**src/rtl/framebuffer_scanout_pkg.sv**
```systemverilog
// Shared types and default VGA timing for the frame buffer scanout block.
package framebuffer_scanout_pkg;

  // One RGB444 pixel as stored in the frame buffer (red in the top nibble).
  typedef struct packed {
    logic [3:0] r;
    logic [3:0] g;
    logic [3:0] b;
  } rgb444_t;

  // 640x480@60 timing, in pixel clocks and lines.
  localparam int VGA_H_VISIBLE = 640;
  localparam int VGA_H_FRONT   = 16;
  localparam int VGA_H_SYNC    = 96;
  localparam int VGA_H_BACK    = 48;
  localparam int VGA_V_VISIBLE = 480;
  localparam int VGA_V_FRONT   = 10;
  localparam int VGA_V_SYNC    = 2;
  localparam int VGA_V_BACK    = 33;

  localparam int VGA_H_TOTAL      = VGA_H_VISIBLE + VGA_H_FRONT + VGA_H_SYNC + VGA_H_BACK;
  localparam int VGA_V_TOTAL      = VGA_V_VISIBLE + VGA_V_FRONT + VGA_V_SYNC + VGA_V_BACK;
  localparam int VGA_H_SYNC_START = VGA_H_VISIBLE + VGA_H_FRONT;
  localparam int VGA_H_SYNC_END   = VGA_H_SYNC_START + VGA_H_SYNC;
  localparam int VGA_V_SYNC_START = VGA_V_VISIBLE + VGA_V_FRONT;
  localparam int VGA_V_SYNC_END   = VGA_V_SYNC_START + VGA_V_SYNC;

  // Draw handshake: waiting for the first vblank, running, one-cycle swap.
  typedef enum logic [1:0] {
    ST_INIT,
    ST_RUN,
    ST_SWAP
  } scanout_state_t;

endpackage

```
**src/rtl/framebuffer_scanout_vga_timing.sv**
```systemverilog
// Horizontal/vertical counters and the raw (unaligned) timing strobes.
module framebuffer_scanout_vga_timing
  import framebuffer_scanout_pkg::*;
#(
  parameter int H_VISIBLE = VGA_H_VISIBLE,
  parameter int H_FRONT   = VGA_H_FRONT,
  parameter int H_SYNC    = VGA_H_SYNC,
  parameter int H_BACK    = VGA_H_BACK,
  parameter int V_VISIBLE = VGA_V_VISIBLE,
  parameter int V_FRONT   = VGA_V_FRONT,
  parameter int V_SYNC    = VGA_V_SYNC,
  parameter int V_BACK    = VGA_V_BACK,
  parameter int HW        = $clog2(H_VISIBLE + H_FRONT + H_SYNC + H_BACK),
  parameter int VW        = $clog2(V_VISIBLE + V_FRONT + V_SYNC + V_BACK)
) (
  input  logic          clk,
  input  logic          rstn,
  output logic [HW-1:0] h_count,
  output logic [VW-1:0] v_count,
  output logic          line_end,
  output logic          frame_end,
  output logic          visible,
  output logic          hsync_raw,
  output logic          vsync_raw,
  output logic          vblank_start
);

  localparam int H_TOTAL      = H_VISIBLE + H_FRONT + H_SYNC + H_BACK;
  localparam int V_TOTAL      = V_VISIBLE + V_FRONT + V_SYNC + V_BACK;
  localparam int H_SYNC_START = H_VISIBLE + H_FRONT;
  localparam int H_SYNC_END   = H_SYNC_START + H_SYNC;
  localparam int V_SYNC_START = V_VISIBLE + V_FRONT;
  localparam int V_SYNC_END   = V_SYNC_START + V_SYNC;

  assign line_end  = (h_count == HW'(H_TOTAL - 1));
  assign frame_end = line_end && (v_count == VW'(V_TOTAL - 1));

  // Pixel and line counters; v advances on every h wrap.
  // NOTE: sequential state uses non-blocking assignments so every flop samples pre-edge values.
  always_ff @(posedge clk or negedge rstn) begin
    if (!rstn) begin
      h_count <= '0;
      v_count <= '0;
    end else if (line_end) begin
      h_count <= '0;
      v_count <= frame_end ? '0 : v_count + VW'(1);
    end else begin
      h_count <= h_count + HW'(1);
    end
  end

  // Strobes decoded straight from the registered counters (sync already active-low).
  assign visible      = (h_count < HW'(H_VISIBLE)) && (v_count < VW'(V_VISIBLE));
  assign hsync_raw    = !((h_count >= HW'(H_SYNC_START)) && (h_count < HW'(H_SYNC_END)));
  assign vsync_raw    = !((v_count >= VW'(V_SYNC_START)) && (v_count < VW'(V_SYNC_END)));
  assign vblank_start = (h_count == '0) && (v_count == VW'(V_VISIBLE));

endmodule

```
**src/rtl/framebuffer_scanout.sv**
```systemverilog
// Frame buffer reader: VGA timing, 4x4 upscaled readout of the front buffer,
// and the buffer-swap handshake with the drawing side.
module framebuffer_scanout
  import framebuffer_scanout_pkg::*;
#(
  parameter int BUFFER_WIDTH      = 160,
  parameter int BUFFER_HEIGHT     = 120,
  parameter int BUFFER_DATA_WIDTH = 12,
  parameter int BUFFER_ADDR_WIDTH = $clog2(BUFFER_WIDTH * BUFFER_HEIGHT),
  parameter int SCALE             = 4,
  parameter int H_VISIBLE         = VGA_H_VISIBLE,
  parameter int H_FRONT           = VGA_H_FRONT,
  parameter int H_SYNC            = VGA_H_SYNC,
  parameter int H_BACK            = VGA_H_BACK,
  parameter int V_VISIBLE         = VGA_V_VISIBLE,
  parameter int V_FRONT           = VGA_V_FRONT,
  parameter int V_SYNC            = VGA_V_SYNC,
  parameter int V_BACK            = VGA_V_BACK
) (
  input  logic                         clk,
  input  logic                         rstn,
  input  logic                         frame_done,
  output logic                         draw_start,
  output logic                         draw_ack,
  output logic                         buffer_select,
  output logic                         read_en,
  output logic                         read_buffer,
  output logic [BUFFER_ADDR_WIDTH-1:0] read_addr,
  input  logic [BUFFER_DATA_WIDTH-1:0] read_data,
  output logic                         vga_hsync,
  output logic                         vga_vsync,
  output logic [3:0]                   vga_r,
  output logic [3:0]                   vga_g,
  output logic [3:0]                   vga_b
);

  localparam int AW    = BUFFER_ADDR_WIDTH;
  localparam int SHIFT = $clog2(SCALE);
  localparam int HW    = $clog2(H_VISIBLE + H_FRONT + H_SYNC + H_BACK);
  localparam int VW    = $clog2(V_VISIBLE + V_FRONT + V_SYNC + V_BACK);

  logic [HW-1:0]  h_count;
  logic [VW-1:0]  v_count;
  logic           line_end;
  logic           frame_end;
  logic           visible;
  logic           hsync_raw;
  logic           vsync_raw;
  logic           vblank_start;

  framebuffer_scanout_vga_timing #(
    .H_VISIBLE (H_VISIBLE),
    .H_FRONT   (H_FRONT),
    .H_SYNC    (H_SYNC),
    .H_BACK    (H_BACK),
    .V_VISIBLE (V_VISIBLE),
    .V_FRONT   (V_FRONT),
    .V_SYNC    (V_SYNC),
    .V_BACK    (V_BACK),
    .HW        (HW),
    .VW        (VW)
  ) u_timing (
    .clk          (clk),
    .rstn         (rstn),
    .h_count      (h_count),
    .v_count      (v_count),
    .line_end     (line_end),
    .frame_end    (frame_end),
    .visible      (visible),
    .hsync_raw    (hsync_raw),
    .vsync_raw    (vsync_raw),
    .vblank_start (vblank_start)
  );

  // ---------------------------------------------------------------- stage 0
  logic [AW-1:0] line_base;

  // First address of the current source row; steps by one row every SCALE lines.
  always_ff @(posedge clk or negedge rstn) begin
    if (!rstn) begin
      line_base <= '0;
    end else if (frame_end) begin
      line_base <= '0;
    end else if (line_end && (v_count < VW'(V_VISIBLE)) &&
                 (v_count[SHIFT-1:0] == {SHIFT{1'b1}})) begin
      line_base <= line_base + AW'(BUFFER_WIDTH);
    end
  end

  // Counters sit at h=0,v=0 during reset, which decodes as visible; gate the
  // enable so no read is issued while reset is held.
  assign read_en   = visible && rstn;
  assign read_addr = visible ? (AW'(h_count >> SHIFT) + line_base) : '0;

  // ---------------------------------------------------------------- stage 1
  logic hsync_d1;
  logic vsync_d1;
  logic visible_d1;

  // Delay the strobes one cycle to line up with the registered BRAM data.
  always_ff @(posedge clk or negedge rstn) begin
    if (!rstn) begin
      hsync_d1   <= 1'b1;
      vsync_d1   <= 1'b1;
      visible_d1 <= 1'b0;
    end else begin
      hsync_d1   <= hsync_raw;
      vsync_d1   <= vsync_raw;
      visible_d1 <= visible;
    end
  end

  // ---------------------------------------------------------------- stage 2
  rgb444_t rgb_q;

  // Registered pins: colour is forced black outside the visible area.
  always_ff @(posedge clk or negedge rstn) begin
    if (!rstn) begin
      vga_hsync <= 1'b1;
      vga_vsync <= 1'b1;
      rgb_q     <= '0;
    end else begin
      vga_hsync <= hsync_d1;
      vga_vsync <= vsync_d1;
      rgb_q     <= visible_d1 ? rgb444_t'(read_data) : '0;
    end
  end

  assign vga_r = rgb_q.r;
  assign vga_g = rgb_q.g;
  assign vga_b = rgb_q.b;

  // ------------------------------------------------------------- handshake
  scanout_state_t state;
  scanout_state_t next_state;
  logic           swap_pending;

  // State register.
  always_ff @(posedge clk or negedge rstn) begin
    if (!rstn) state <= ST_INIT;
    else       state <= next_state;
  end

  // Next-state logic: swaps are only taken on the vblank_start cycle.
  // NOTE: always_comb assigns a default first so no path leaves a latch behind.
  always_comb begin
    next_state = state;
    unique case (state)
      ST_INIT: if (vblank_start) next_state = ST_RUN;
      ST_RUN:  if (vblank_start && (swap_pending || frame_done)) next_state = ST_SWAP;
      ST_SWAP: next_state = ST_RUN;
      default: next_state = ST_INIT;
    endcase
  end

  // Output decode: draw_start on the first vblank, draw_ack while swapping.
  always_comb begin
    draw_start = 1'b0;
    draw_ack   = 1'b0;
    unique case (state)
      ST_INIT: draw_start = vblank_start;
      ST_SWAP: draw_ack   = 1'b1;
      default: ;
    endcase
  end

  // Remembers a frame_done seen mid-frame until the next vblank swap.
  always_ff @(posedge clk or negedge rstn) begin
    if (!rstn)                           swap_pending <= 1'b0;
    else if (state == ST_SWAP)           swap_pending <= 1'b0;
    else if (state == ST_RUN && frame_done) swap_pending <= 1'b1;
  end

  // Flip the buffers as the FSM enters SWAP, so the change lands in vblank.
  always_ff @(posedge clk or negedge rstn) begin
    if (!rstn)                                         buffer_select <= 1'b0;
    else if (state == ST_RUN && next_state == ST_SWAP) buffer_select <= ~buffer_select;
  end

  assign read_buffer = ~buffer_select;

endmodule

```
**config.mk**
```make
export PLATFORM = sky130hd
export DESIGN_NAME = framebuffer_scanout
export DESIGN_NICKNAME = d
export VERILOG_FILES = /design/src/rtl/framebuffer_scanout_pkg.sv /design/src/rtl/framebuffer_scanout_vga_timing.sv /design/src/rtl/framebuffer_scanout.sv
export SDC_FILE = /design/constraint.sdc
export NUM_CORES = 1
export LEC_CHECK = 0
export BUFFER_PORTS_ARGS = -buffer_cell sky130_fd_sc_hd__buf_2
export CAP_MARGIN = 20
export CORE_MARGIN = 2
export CORE_UTILIZATION = 40
export DETAILED_ROUTE_END_ITERATION = 8
export HOLD_SLACK_MARGIN = 0.02
export PLACE_DENSITY = 0.57
export SYNTH_ARGS = -nofsm -noshare
export SYNTH_HDL_FRONTEND = slang
export SYNTH_SLANG_ARGS = --single-unit
```
**constraint.sdc**
```tcl
create_clock -name clk -period 3.2 [get_ports clk]
set_clock_uncertainty 0.15 [all_clocks]
set_input_delay 0.64 -clock clk [delete_from_list [all_inputs] [get_ports clk]]
set_output_delay 0.64 -clock clk [all_outputs]
set_load 0.005 [all_outputs]
```
==> results.py <==
metrics = {
    "cells_and_area": {
        "layout.nets": 349,
        "areaGrowthSynthToFinish_pct": 14.7,
        "drive_above_1_share": 0.209,
        "diodes": 0,
    },
    "synthesis": {
        "yosysWarnings": 0,
        "syn_area_sq_um": 2750,
        "synth_edf_count": 0,
        "synth_compound_area_frac": 0.108,
        "synthSimpleGateAreaFrac": 0.268,
        "yosysSeqAreaShare": 0.465,
        "synth_xor_area_frac": 0.0605,
        "synthCells": 284,
        "synthFlopType": "dfrtp_1",
        "muxShareOfSynthArea": 0.0145,
        "synthesis.nets": 308,
        "synth_fa_ha_area_frac": 0.0409,
        "synth_top_family_by_area": "simple AND/OR/NAND/NOR gates",
        "synth.avg_cell_area_sq_um": 9.69,
        "ys_types": 44,
        "ys_ff_latch": 51,
        "ys_async_sr_fraction": 1.00,
    },
    "grt": {
        "antenna_found_initial": 0,
        "grt_pass1_vias": 2149,
        "grt_overflow": 0,
        "grt_usage": 0.180,
        "grt_max_degree": 52,
        "grt_pass1_wl_microns": 10700,
    },
    "cts": {
        "cts-root-buf": "clkbuf_8",
        "hold_buffers": 0,
        "numCtsBuffers": 5,
        "cts_tree": "yes",
        "cts.sinks": 51,
        "cts_resized": 0,
        "clk_path_buf_depth": 2,
        "postCtsSetupRepairBufs": 0,
        "clk_latency_ps": 310,
        "htree_num_levels": 2,
        "path_clk_slew_ps": 100,
    },
    "routing": {
        "drt-pass1-iter-count": 4,
        "routed_wl_microns": 6110,
        "wl_per_cell_microns": 15.0,
        "drc": 0,
        "num_vias": 2233,
        "viasPerCell": 5.50,
        "drtAntennaViolNets": 0,
        "dr.first_iter.drc_count": 160,
    },
    "timing": {
        "period_needed_ps": 3010,
        "period_share": 0.942,
        "setup-violations-final": 0,
        "final.setup.worst_slack_ps": 187,
        "worst_slew_pin_slew_ps": 759,
        "relSlewSlack": 0.490,
        "hold_viol_final": 0,
        "rsz0062_at_grt": "no",
        "fmax_ghz": 0.332,
        "finalSetupTns_ps": 0,
        "maxSlewViolCount": 0,
    },
    "job": {
        "cap_violations": 0,
    },
    "run_status": {
        "status": "finished, final reports clean",
    },
    "pwr": {
        "pwr-share-seq": 0.568,
        "ir_worst_vdd_mv": 0.154,
        "pwr_density_cell_nw_per_um2": 364,
        "power_frac_clock": 0.398,
        "p_int_w": 0.000902,
        "switching_power_w": 0.000248,
        "leakage_nw": 1.40,
        "switching_share": 0.216,
        "combPwrFrac": 0.034,
    },
    "floorplanning": {
        "dieWidth_microns": 87.0,
        "num_rows": 30,
        "die_y_microns": 87.0,
        "start_util": 0.410,
        "ios": 49,
        "die-area_sq_um": 7560,
        "coreArea_sq_um": 6720,
    },
    "worst_setup_path": {
        "worstSetupStartpointType": "flip-flop",
        "critPathMaxFanout": 11,
        "cp.required_ps": 2410,
        "arrival_ps": 2220,
        "crit_type": "reg2out",
        "endpoint_kind": "primary output",
    },
    "placement": {
        "hpwl_microns": 4390,
        "numPortBuffers": 48,
        "gp_congestion": 0.767,
        "dp_slack_ps": 537,
    },
    "worst_hold_path": {
        "hold_class": "reg2reg",
    },
}
## final cells by class
cell class	count	area, sq um
flip-flops and latches	51	1280
well taps	80	100
multi-input cells	206	1360
clock inverters	3	43.8
repair buffers	52	270
inverters	9	33.8
clock buffers	5	68.8
fillers	660	3560
## flip-flops by register name, indices dropped and copies added, names as in the netlist
| name | flops |
|---|---|
| buffer_select | 1 |
| u_timing.h_count | 10 |
| vga_vsync | 1 |
| line_base | 10 |
| vga_r | 4 |
| vga_hsync | 1 |
| state | 2 |
| u_timing.v_count | 10 |
| swap_pending | 1 |
| vga_g | 4 |
| vga_b | 4 |
| vsync_d1 | 1 |
| hsync_d1 | 1 |
| visible_d1 | 1 |
## cell families after synthesis
group | after synthesis
buffers and inverters | 27
XOR/XNOR | 19
multiplexers | 4
AO/OA/AOI/OAI | 47
flip-flops | 51
other | 1
AND/OR/NAND/NOR | 126
adder cells (fa/ha/maj) | 9
## power groups by stage
stage / Clock (W) / Sequential, W / Combinational, W
after floorplan: 0 / 0.000668 / 0.00000657
after global routing: 0.000501 / 0.000654 / 0.0000455
after CTS: 0.000477 / 0.000653 / 0.0000406
after global placement: 0 / 0.000666 / 0.0000403
final: 0.000458 / 0.000653 / 0.0000388
after detailed placement: 0 / 0.000666 / 0.0000403
## critical path, stage by stage, from the launching register on
cell and delay, ps:
dfrtp_1 500, ha_1 400, nand3_1 110, and2_1 260, or3_1 380, a21oi_1 150, buf_2 130
## final timing paths
kind                       cells after the start  slack (ps)                           from                         endpoint
max                                            6         190  u_timing.h_count[8]$_DFF_PN0_                    read_addr[11]
min                                            0         210             vsync_d1$_DFF_PN1_              vga_vsync$_DFF_PN1_
max reg2reg                                    4         640  u_timing.h_count[7]$_DFF_PN0_  u_timing.v_count[9]$_DFFE_PN0N_
min reg2reg                                    0         210             vsync_d1$_DFF_PN1_              vga_vsync$_DFF_PN1_
max in group asynchronous                      2        2140                           rstn    u_timing.h_count[9]$_DFF_PN0_
min in group asynchronous                      2         330                           rstn               vga_g[1]$_DFF_PN0_
## Yosys cell counts (4+ instances only)
cell | instances | share of area
and3_1 | 8 | 0.018
nand3_1 | 19 | 0.035
xor2_1 | 7 | 0.022
nand2_1 | 16 | 0.022
o21ai_0 | 14 | 0.025
inv_1 | 9 | 0.012
nand4_1 | 6 | 0.014
ha_1 | 9 | 0.041
and4_1 | 4 | 0.013
or4_1 | 11 | 0.030
buf_2 | 9 | 0.016
clkbuf_1 | 9 | 0.012
mux2i_1 | 4 | 0.015
or3_1 | 5 | 0.011
a21oi_1 | 15 | 0.027
nor4_1 | 5 | 0.011
nor2_1 | 17 | 0.023
nor3_1 | 7 | 0.013
dfrtp_1 | 47 | 0.43
xnor2_1 | 12 | 0.038
o31ai_1 | 8 | 0.022
and2_1 | 14 | 0.032
dfstp_2 | 4 | 0.038
## metrics by stage
stage	util	cells	hold slack (ps)	area [sq um]	total power [W]
6_report	0.470	406	210	3160	0.00115
3_5_place_dp	0.453	398	197	3040	0.000706
3_3_place_gp	0.453	398	196	3040	0.000706
2_1_floorplan	-	284	194	2750	0.000674
4_1_cts	0.470	406	212	3160	0.00117
5_1_grt	0.470	406	218	3160	0.00120
## layer usage
metal  share of wire  track usage  up-vias
met1            0.50        0.263     1065
met5               0            0        -
li1                -            -     1097
met2            0.43        0.266       62
met3           0.053       0.0379        9
met4           0.014       0.0554        0
## layout by cell type, fill, tap and decap left out, types with 2 or more instances in the layout
cell      count
xor2_1        7
a21oi_1      15
mux2i_1       4
or3_1         5
nand2_1      16
nor3b_1       2
o21ai_0      14
and4_1        4
and3_1        8
buf_2        48
and2_1       14
xnor2_1      12
nand4_1       6
nand2b_1      2
dfrtp_1      47
nand3_1      19
or4_1        11
nor4b_1       2
o31ai_1       8
ha_1          9
nor2_1       17
a2111o_1      2
clkbuf_8      5
dfstp_2       4
inv_1         9
nor3_1        7
buf_4         4
nor4_1        5
Note: power is estimated with default switching activity, not from simulation.
